File: src/rtl/lynx_tap_loader.sv
// rtl/lynx_tap_loader.sv - Lynx TAP image parser loading multi-block cassette data into RAM
module lynx_tap_loader #(
   parameter int          ADDR_W       = 16,
   parameter logic [15:0] DEFAULT_LOAD = 16'h694D,
   parameter bit          FORCE_LOAD   = 1'b0,
   parameter logic [7:0]  BASIC_TYPE   = 8'h42,
   parameter logic [7:0]  SYNC_BYTE    = 8'hA5
) (
   input  logic              clk,
   input  logic              reset,
   input  logic              ioctl_download,
   input  logic              ioctl_wr,
   input  logic [24:0]       ioctl_addr,
   input  logic [7:0]        ioctl_dout,
   output logic              ioctl_wait,
   output logic [ADDR_W-1:0] mem_addr,
   output logic [7:0]        mem_dout,
   output logic              mem_wr,
   input  logic              mem_ack,
   output logic [7:0]        file_type,
   output logic [15:0]       exec_addr,
   output logic              exec_valid,
   output logic [3:0]        block_cnt,
   output logic              busy,
   output logic              done,
   output logic              chk_err,
   output logic              fmt_err
);

   typedef enum logic [3:0] {
      S_IDLE, S_SEEK, S_NAME, S_TYPE, S_LENLO, S_LENHI, S_LDLO,
      S_LDHI, S_EXLO, S_EXHI, S_DATA, S_CHK, S_TAIL
   } state_t;

   state_t             state_q, state_d;
   logic               dl_q;
   logic               end_pend_q, end_pend_d;
   logic               skid_full_q, skid_full_d;
   logic [7:0]         skid_data_q, skid_data_d;
   logic [7:0]         tmp_q, tmp_d;
   logic signed [16:0] cnt_q, cnt_d;
   logic [7:0]         sum_q, sum_d;
   logic [ADDR_W-1:0]  ptr_q, ptr_d;
   logic [ADDR_W-1:0]  mem_addr_q, mem_addr_d;
   logic [7:0]         mem_dout_q, mem_dout_d;
   logic               mem_wr_q, mem_wr_d;
   logic [7:0]         file_type_q, file_type_d;
   logic [15:0]        exec_addr_q, exec_addr_d;
   logic               exec_valid_q, exec_valid_d;
   logic [3:0]         block_cnt_q, block_cnt_d;
   logic               done_q, done_d;
   logic               chk_err_q, chk_err_d;
   logic               fmt_err_q, fmt_err_d;

   logic               dl_rise, dl_fall, wr_in, take_skid, take_in, consume;
   logic [7:0]         byte_in;
   logic               unused_addr;

   assign unused_addr = ^ioctl_addr;

   assign dl_rise   = ioctl_download & ~dl_q;
   assign dl_fall   = ~ioctl_download & dl_q;
   assign wr_in     = ioctl_wr & ioctl_download;
   // The skid byte was accepted earlier, so it always takes priority over a new strobe.
   assign take_skid = skid_full_q & ~mem_wr_q;
   assign take_in   = wr_in & ~mem_wr_q & ~skid_full_q;
   assign consume   = take_skid | take_in;
   assign byte_in   = take_skid ? skid_data_q : ioctl_dout;

   always_comb begin
      state_d      = state_q;
      end_pend_d   = end_pend_q;
      skid_full_d  = skid_full_q;
      skid_data_d  = skid_data_q;
      tmp_d        = tmp_q;
      cnt_d        = cnt_q;
      sum_d        = sum_q;
      ptr_d        = ptr_q;
      mem_addr_d   = mem_addr_q;
      mem_dout_d   = mem_dout_q;
      mem_wr_d     = mem_wr_q;
      file_type_d  = file_type_q;
      exec_addr_d  = exec_addr_q;
      exec_valid_d = 1'b0;
      block_cnt_d  = block_cnt_q;
      done_d       = done_q;
      chk_err_d    = chk_err_q;
      fmt_err_d    = fmt_err_q;

      if (mem_wr_q && mem_ack) mem_wr_d = 1'b0;

      if (dl_rise) begin
         state_d     = S_SEEK;
         end_pend_d  = 1'b0;
         skid_full_d = 1'b0;
         sum_d       = 8'h00;
         block_cnt_d = 4'h0;
         done_d      = 1'b0;
         chk_err_d   = 1'b0;
         fmt_err_d   = 1'b0;
      end else begin
         if (dl_fall) end_pend_d = 1'b1;
         if (wr_in && (mem_wr_q || skid_full_q)) begin
            if (skid_full_q) begin
               fmt_err_d = 1'b1;
            end else begin
               skid_full_d = 1'b1;
               skid_data_d = ioctl_dout;
            end
         end
         if (take_skid) skid_full_d = 1'b0;

         if (consume) begin
            case (state_q)
               S_SEEK: if (byte_in == 8'h22) state_d = S_NAME;
               S_NAME: if (byte_in == 8'h22) state_d = S_TYPE;
               S_TYPE: if (byte_in != SYNC_BYTE) begin
                  file_type_d = byte_in;
                  state_d     = S_LENLO;
               end
               S_LENLO: begin
                  tmp_d   = byte_in;
                  state_d = S_LENHI;
               end
               S_LENHI: begin
                  if (file_type_q == BASIC_TYPE) begin
                     cnt_d   = $signed({1'b0, byte_in, tmp_q}) - 17'sd1;
                     ptr_d   = ADDR_W'(DEFAULT_LOAD);
                     state_d = (cnt_d <= 17'sd0) ? S_CHK : S_DATA;
                  end else begin
                     cnt_d   = $signed({1'b0, byte_in, tmp_q}) - 17'sd3;
                     state_d = S_LDLO;
                  end
               end
               S_LDLO: begin
                  tmp_d   = byte_in;
                  state_d = S_LDHI;
               end
               S_LDHI: begin
                  ptr_d   = FORCE_LOAD ? ADDR_W'(DEFAULT_LOAD) : ADDR_W'({byte_in, tmp_q});
                  state_d = S_EXLO;
               end
               S_EXLO: begin
                  tmp_d   = byte_in;
                  state_d = S_EXHI;
               end
               S_EXHI: begin
                  exec_addr_d  = {byte_in, tmp_q};
                  exec_valid_d = 1'b1;
                  state_d      = (cnt_q <= 17'sd0) ? S_CHK : S_DATA;
               end
               S_DATA: begin
                  mem_wr_d   = 1'b1;
                  mem_addr_d = ptr_q;
                  mem_dout_d = byte_in;
                  ptr_d      = ptr_q + ADDR_W'(1);
                  sum_d      = sum_q + byte_in;
                  cnt_d      = cnt_q - 17'sd1;
                  if (cnt_q == 17'sd1) state_d = S_CHK;
               end
               S_CHK: begin
                  if (byte_in != sum_q) chk_err_d = 1'b1;
                  state_d = S_TAIL;
               end
               S_TAIL: begin
                  if (block_cnt_q != 4'hF) block_cnt_d = block_cnt_q + 4'h1;
                  sum_d   = 8'h00;
                  state_d = S_SEEK;
               end
               default: ;
            endcase
         end

         // Wrap-up waits until the skid byte has been parsed so it still lands in RAM.
         if (end_pend_q && !skid_full_q) begin
            end_pend_d = 1'b0;
            if (state_q != S_SEEK && state_q != S_IDLE) fmt_err_d = 1'b1;
            state_d = S_IDLE;
            done_d  = (block_cnt_q != 4'h0);
         end
      end
   end

   always_ff @(posedge clk or posedge reset) begin
      if (reset) begin
         state_q      <= S_IDLE;
         dl_q         <= 1'b0;
         end_pend_q   <= 1'b0;
         skid_full_q  <= 1'b0;
         skid_data_q  <= 8'h00;
         tmp_q        <= 8'h00;
         cnt_q        <= 17'sd0;
         sum_q        <= 8'h00;
         ptr_q        <= '0;
         mem_addr_q   <= '0;
         mem_dout_q   <= 8'h00;
         mem_wr_q     <= 1'b0;
         file_type_q  <= 8'h00;
         exec_addr_q  <= 16'h0000;
         exec_valid_q <= 1'b0;
         block_cnt_q  <= 4'h0;
         done_q       <= 1'b0;
         chk_err_q    <= 1'b0;
         fmt_err_q    <= 1'b0;
      end else begin
         state_q      <= state_d;
         dl_q         <= ioctl_download;
         end_pend_q   <= end_pend_d;
         skid_full_q  <= skid_full_d;
         skid_data_q  <= skid_data_d;
         tmp_q        <= tmp_d;
         cnt_q        <= cnt_d;
         sum_q        <= sum_d;
         ptr_q        <= ptr_d;
         mem_addr_q   <= mem_addr_d;
         mem_dout_q   <= mem_dout_d;
         mem_wr_q     <= mem_wr_d;
         file_type_q  <= file_type_d;
         exec_addr_q  <= exec_addr_d;
         exec_valid_q <= exec_valid_d;
         block_cnt_q  <= block_cnt_d;
         done_q       <= done_d;
         chk_err_q    <= chk_err_d;
         fmt_err_q    <= fmt_err_d;
      end
   end

   assign ioctl_wait = mem_wr_q | skid_full_q;
   assign mem_addr   = mem_addr_q;
   assign mem_dout   = mem_dout_q;
   assign mem_wr     = mem_wr_q;
   assign file_type  = file_type_q;
   assign exec_addr  = exec_addr_q;
   assign exec_valid = exec_valid_q;
   assign block_cnt  = block_cnt_q;
   assign busy       = (state_q != S_IDLE) | mem_wr_q | skid_full_q;
   assign done       = done_q;
   assign chk_err    = chk_err_q;
   assign fmt_err    = fmt_err_q;

endmodule

File: config.mk
export PLATFORM = sky130hd
export DESIGN_NAME = lynx_tap_loader
export DESIGN_NICKNAME = d
export VERILOG_FILES = /design/src/rtl/lynx_tap_loader.sv
export SDC_FILE = /design/constraint.sdc
export NUM_CORES = 1
export LEC_CHECK = 0
export BUFFER_PORTS_ARGS = -buffer_cell sky130_fd_sc_hd__buf_4
export CAP_MARGIN = 20
export CORE_UTILIZATION = 52
export CTS_CLUSTER_DIAMETER = 100
export DETAILED_ROUTE_END_ITERATION = 12
export PLACE_DENSITY_LB_ADDON = 0.25
export SYNTH_ARGS = -nofsm -noshare
export SYNTH_HDL_FRONTEND = slang
export SYNTH_SLANG_ARGS = --single-unit
File: constraint.sdc
create_clock -name clk -period 3.4 [get_ports clk]
set_input_delay 0.17 -clock clk [delete_from_list [all_inputs] [get_ports clk]]
set_output_delay 0.17 -clock clk [all_outputs]
set_load 0.02 [all_outputs]
==> impl_metrics.env <==
export IMPL_outcome="complete, no violations"
export IMPL_drt_pass1_iter_count=5
export IMPL_switching_power_w=0.000898
export IMPL_p_seq_share_pct=43.0
export IMPL_power_report_internal_total_w=0.00263
export IMPL_most_frequent_standard_cell_in_the_layout_excluding_fill_and_tap_cells="sky130_fd_sc_hd__nand2_1"
export IMPL_postSynthNetCount=827
export IMPL_synthDistinctLibCells=69
export IMPL_wire_per_inst_microns=17.6
export IMPL_worst_pin_slew_ns=0.748
export IMPL_grt_start_max_net_pins=68
export IMPL_inserted_clock_buffers=17
export IMPL_num_io_pins=97
export IMPL_area_delta_synth_final_pct=19.8
export IMPL_timing_max_slew_rel_slack_pct=49.6
export IMPL_mostFrequentLayoutCells="sky130_fd_sc_hd__nand2_1 (123), sky130_fd_sc_hd__dfrtp_1 (121), sky130_fd_sc_hd__buf_4 (93)"
export IMPL_final_hpwl_from_detailed_placement_mm=12.7
export IMPL_die_area_sq_mm=0.0136
export IMPL_timing_critical_path_fanout_max=10
export IMPL_grt_first_pass_wirelength_mm=29.7
export IMPL_via_per_inst=5.97
export IMPL_fin_crit_ns=3.10
export IMPL_swShare_pct=25.4
export IMPL_achievable_frequency_mhz=323
export IMPL_drt_initial_drc_count=542
export IMPL_power_share_combinational_pct=9.0
export IMPL_reg2reg_slack_ns=0.30
export IMPL_port_buffers=71
export IMPL_yosysWarningCount=0
export IMPL_count_of_final_max_slew_check_failures=0
export IMPL_hold_path_class="primary input to flip-flop"
export IMPL_synth_area_sq_mm=0.00685
export IMPL_worst_skew_pair_late_latency_ns=0.42
export IMPL_fin_tns_setup_ns=0
export IMPL_power_per_cell_area_mw_per_mm2=430
export IMPL_number_of_levels_in_the_clock_h_tree=4
export IMPL_finalNetCount=905
export IMPL_cts_buffer_depth=2
export IMPL_overall_power_consumption_w=0.00353
export IMPL_skew_ns=0.00879
export IMPL_power_frac_clock_pct=48.0
export IMPL_design_core_area_sq_mm=0.0127
export IMPL_groute_usage_overall_pct=29.0
export IMPL_worstSetupEndpointType="flip-flop"
export IMPL_post_cts_repair_setup_buffers=0
export IMPL_diodes=0
export IMPL_antenna_found_initial=0
export IMPL_synth_seq_cells=121
export IMPL_synth_yosys_seq_area_share_pct=44.2
export IMPL_fillers=1083
export IMPL_syn_inst=771
export IMPL_tritoncts_clock_tree="yes"
export IMPL_detail_route_antenna_nets=0
export IMPL_global_route_overflow=0
export IMPL_cts_sinks=121
export IMPL_core_rowCount=41
export IMPL_cp_arrival_ns=3.44
export IMPL_first_global_vias=5869
export IMPL_wirelength_mm=18.2
export IMPL_synth_main_ff_cell="sky130_fd_sc_hd__dfrtp_1"
export IMPL_crit_type="flip-flop to flip-flop"
export IMPL_drc=0
export IMPL_power_ir_vdd_worst_mv=0.282
export IMPL_max_cap_violations=0
export IMPL_critPathLaunchType="flip-flop"
export IMPL_cts_clk_slew_worst_paths_ns=0.06
export IMPL_finalHoldViolCount=0
export IMPL_final_period_util_pct=91.1
export IMPL_postSynth_asyncResetShare_pct=100
export IMPL_fraction_of_final_layout_cells_sized_beyond_drive_strength_1_pct=19.5
export IMPL_layout_cells_non_filler=1033
export IMPL_die_height_microns=117
export IMPL_die_x_microns=117
export IMPL_p_leak_nw=3.82
export IMPL_cts_resized_gates=0
export IMPL_unrepaired_setup_endpoints_after_global_routing="false"
export IMPL_place_detailed_instances=999
export IMPL_clk_root_buffer_cell="sky130_fd_sc_hd__clkbuf_16"
export IMPL_mean_instance_size_in_the_synthesized_netlist_sq_um=8.88
export IMPL_report_final_setup_viol=0
export IMPL_dr_total_vias=6171
export IMPL_routabilityCongestion=0.924
export IMPL_critPathRequiredTime_ns=3.74
export IMPL_count_of_flip_flops_with_a_built_in_enable_after_synthesis=0
export IMPL_initial_core_util_pct=53.8
## per-stage QoR
stage | cell area, sq um | utilization, % | worst slack, ns | hold WS [ns]
after floorplan | 6850 | - | 0.0158 | 0.201
after global placement | 7610 | 59.8 | 0.429 | 0.319
after detailed placement | 7610 | 59.8 | 0.378 | 0.324
after CTS | 8200 | 64.5 | 0.327 | 0.00230
after global routing | 8200 | 64.5 | 0.147 | 0.00781
final | 8200 | 64.5 | 0.302 | 0.00979
## sequential cells by signal, indices dropped and copies added, names as in the netlist, 4 cells and up
register,count
mem_dout,8
mem_addr,16
skid_data_q,8
block_cnt,4
cnt_q,17
tmp_q,8
file_type,8
sum_q,8
state_q,4
exec_addr,16
ptr_q,16
## routing by layer
| layer | vias to the layer above | GRT usage [%] | wire, microns |
|---|---|---|---|
| met5 | - | 0 | 0 |
| met2 | 222 | 45.1 | 8620 |
| met4 | 0 | 11.8 | 435 |
| li1 | 2905 | - | - |
| met1 | 3008 | 39.9 | 8030 |
| met3 | 36 | 5.92 | 1100 |
## worst max-delay path: stages (launching register included)
cell	delay (ns)
sky130_fd_sc_hd__dfrtp_1	0.48
sky130_fd_sc_hd__nand2b_4	0.18
sky130_fd_sc_hd__buf_4	0.24
sky130_fd_sc_hd__mux2i_4	0.26
sky130_fd_sc_hd__inv_2	0.09
sky130_fd_sc_hd__ha_1	0.34
sky130_fd_sc_hd__a21oi_1	0.23
sky130_fd_sc_hd__o21bai_1	0.11
sky130_fd_sc_hd__a2111o_1	0.43
sky130_fd_sc_hd__and3_1	0.18
sky130_fd_sc_hd__o32a_1	0.32
sky130_fd_sc_hd__mux2i_1	0.14
## final cells by class
class                      count  area [sq um]  share of cell area, %
multi-input combinational    584          3540                   43.2
sequential                   121          3030                   36.9
clock inverter                10          97.6                   1.19
timing repair buffer          97           748                   9.12
clock buffer                  21           460                   5.61
tap                          172           215                   2.62
inverter                      28           108                   1.31
## cell families (layout without fill, tap and decap cells)
logic type      after synthesis  after routing  share of synthesized area (%)
flops                       121            121                           44.2
buf+inv                      66            156                           4.04
xor+xnor                     27             27                           3.45
compound gates              200            200                           17.5
mux                          33             33                           5.92
simple gates                306            306                           21.4
fa+ha+maj                    18             18                           3.40
## path summary, 6_finish.rpt
kind	startpoint	endpoint	cells past startpoint
worst max-delay path	skid_full_q	sum_q[7]	11
worst min-delay path	ioctl_dout[7]	skid_data_q[7]	2
worst max register to register	skid_full_q	sum_q[7]	11
worst min register to register	mem_addr[2]	mem_addr[2]	2
max in group asynchronous	reset	tmp_q[5]	4
min in group asynchronous	reset	mem_addr[9]	3
## repair_timing
item,CTS,global route
hold buffers,3,0
setup endpoints to repair,0,0
endpoints found under the hold margin,56,0
## power groups by stage
| stage | registers [W] | logic, W | clock network (W) |
|---|---|---|---|
| after floorplan | 0.00154 | 0.000193 | 0 |
| after global placement | 0.00154 | 0.000307 | 0 |
| after detailed placement | 0.00154 | 0.000311 | 0 |
| after CTS | 0.00152 | 0.000317 | 0.00171 |
| after global routing | 0.00152 | 0.000350 | 0.00178 |
| final | 0.00152 | 0.000318 | 0.00169 |
## synth_stat cells, drive strengths merged (5+ instances only)
master / number / area share [%]
nand2: 123 / 6.7
a21oi: 60 / 4.4
mux2i: 15 / 2.9
nor4: 11 / 1.0
a31oi: 11 / 1.2
dfrtp: 121 / 44
clkbuf: 31 / 1.7
nand3: 18 / 1.4
nand4: 8 / 0.73
mux2: 18 / 3.0
ha: 17 / 3.1
o22ai: 6 / 0.55
xnor2: 17 / 2.2
inv: 28 / 1.5
a41oi: 5 / 0.64
xor2: 10 / 1.3
or3: 9 / 0.82
o21ai: 78 / 5.7
buf: 7 / 0.80
nor3: 28 / 2.6
nand2b: 8 / 0.84
nor2b: 5 / 0.46
nor2: 70 / 3.9
Note: power is estimated with default switching activity, not from simulation.
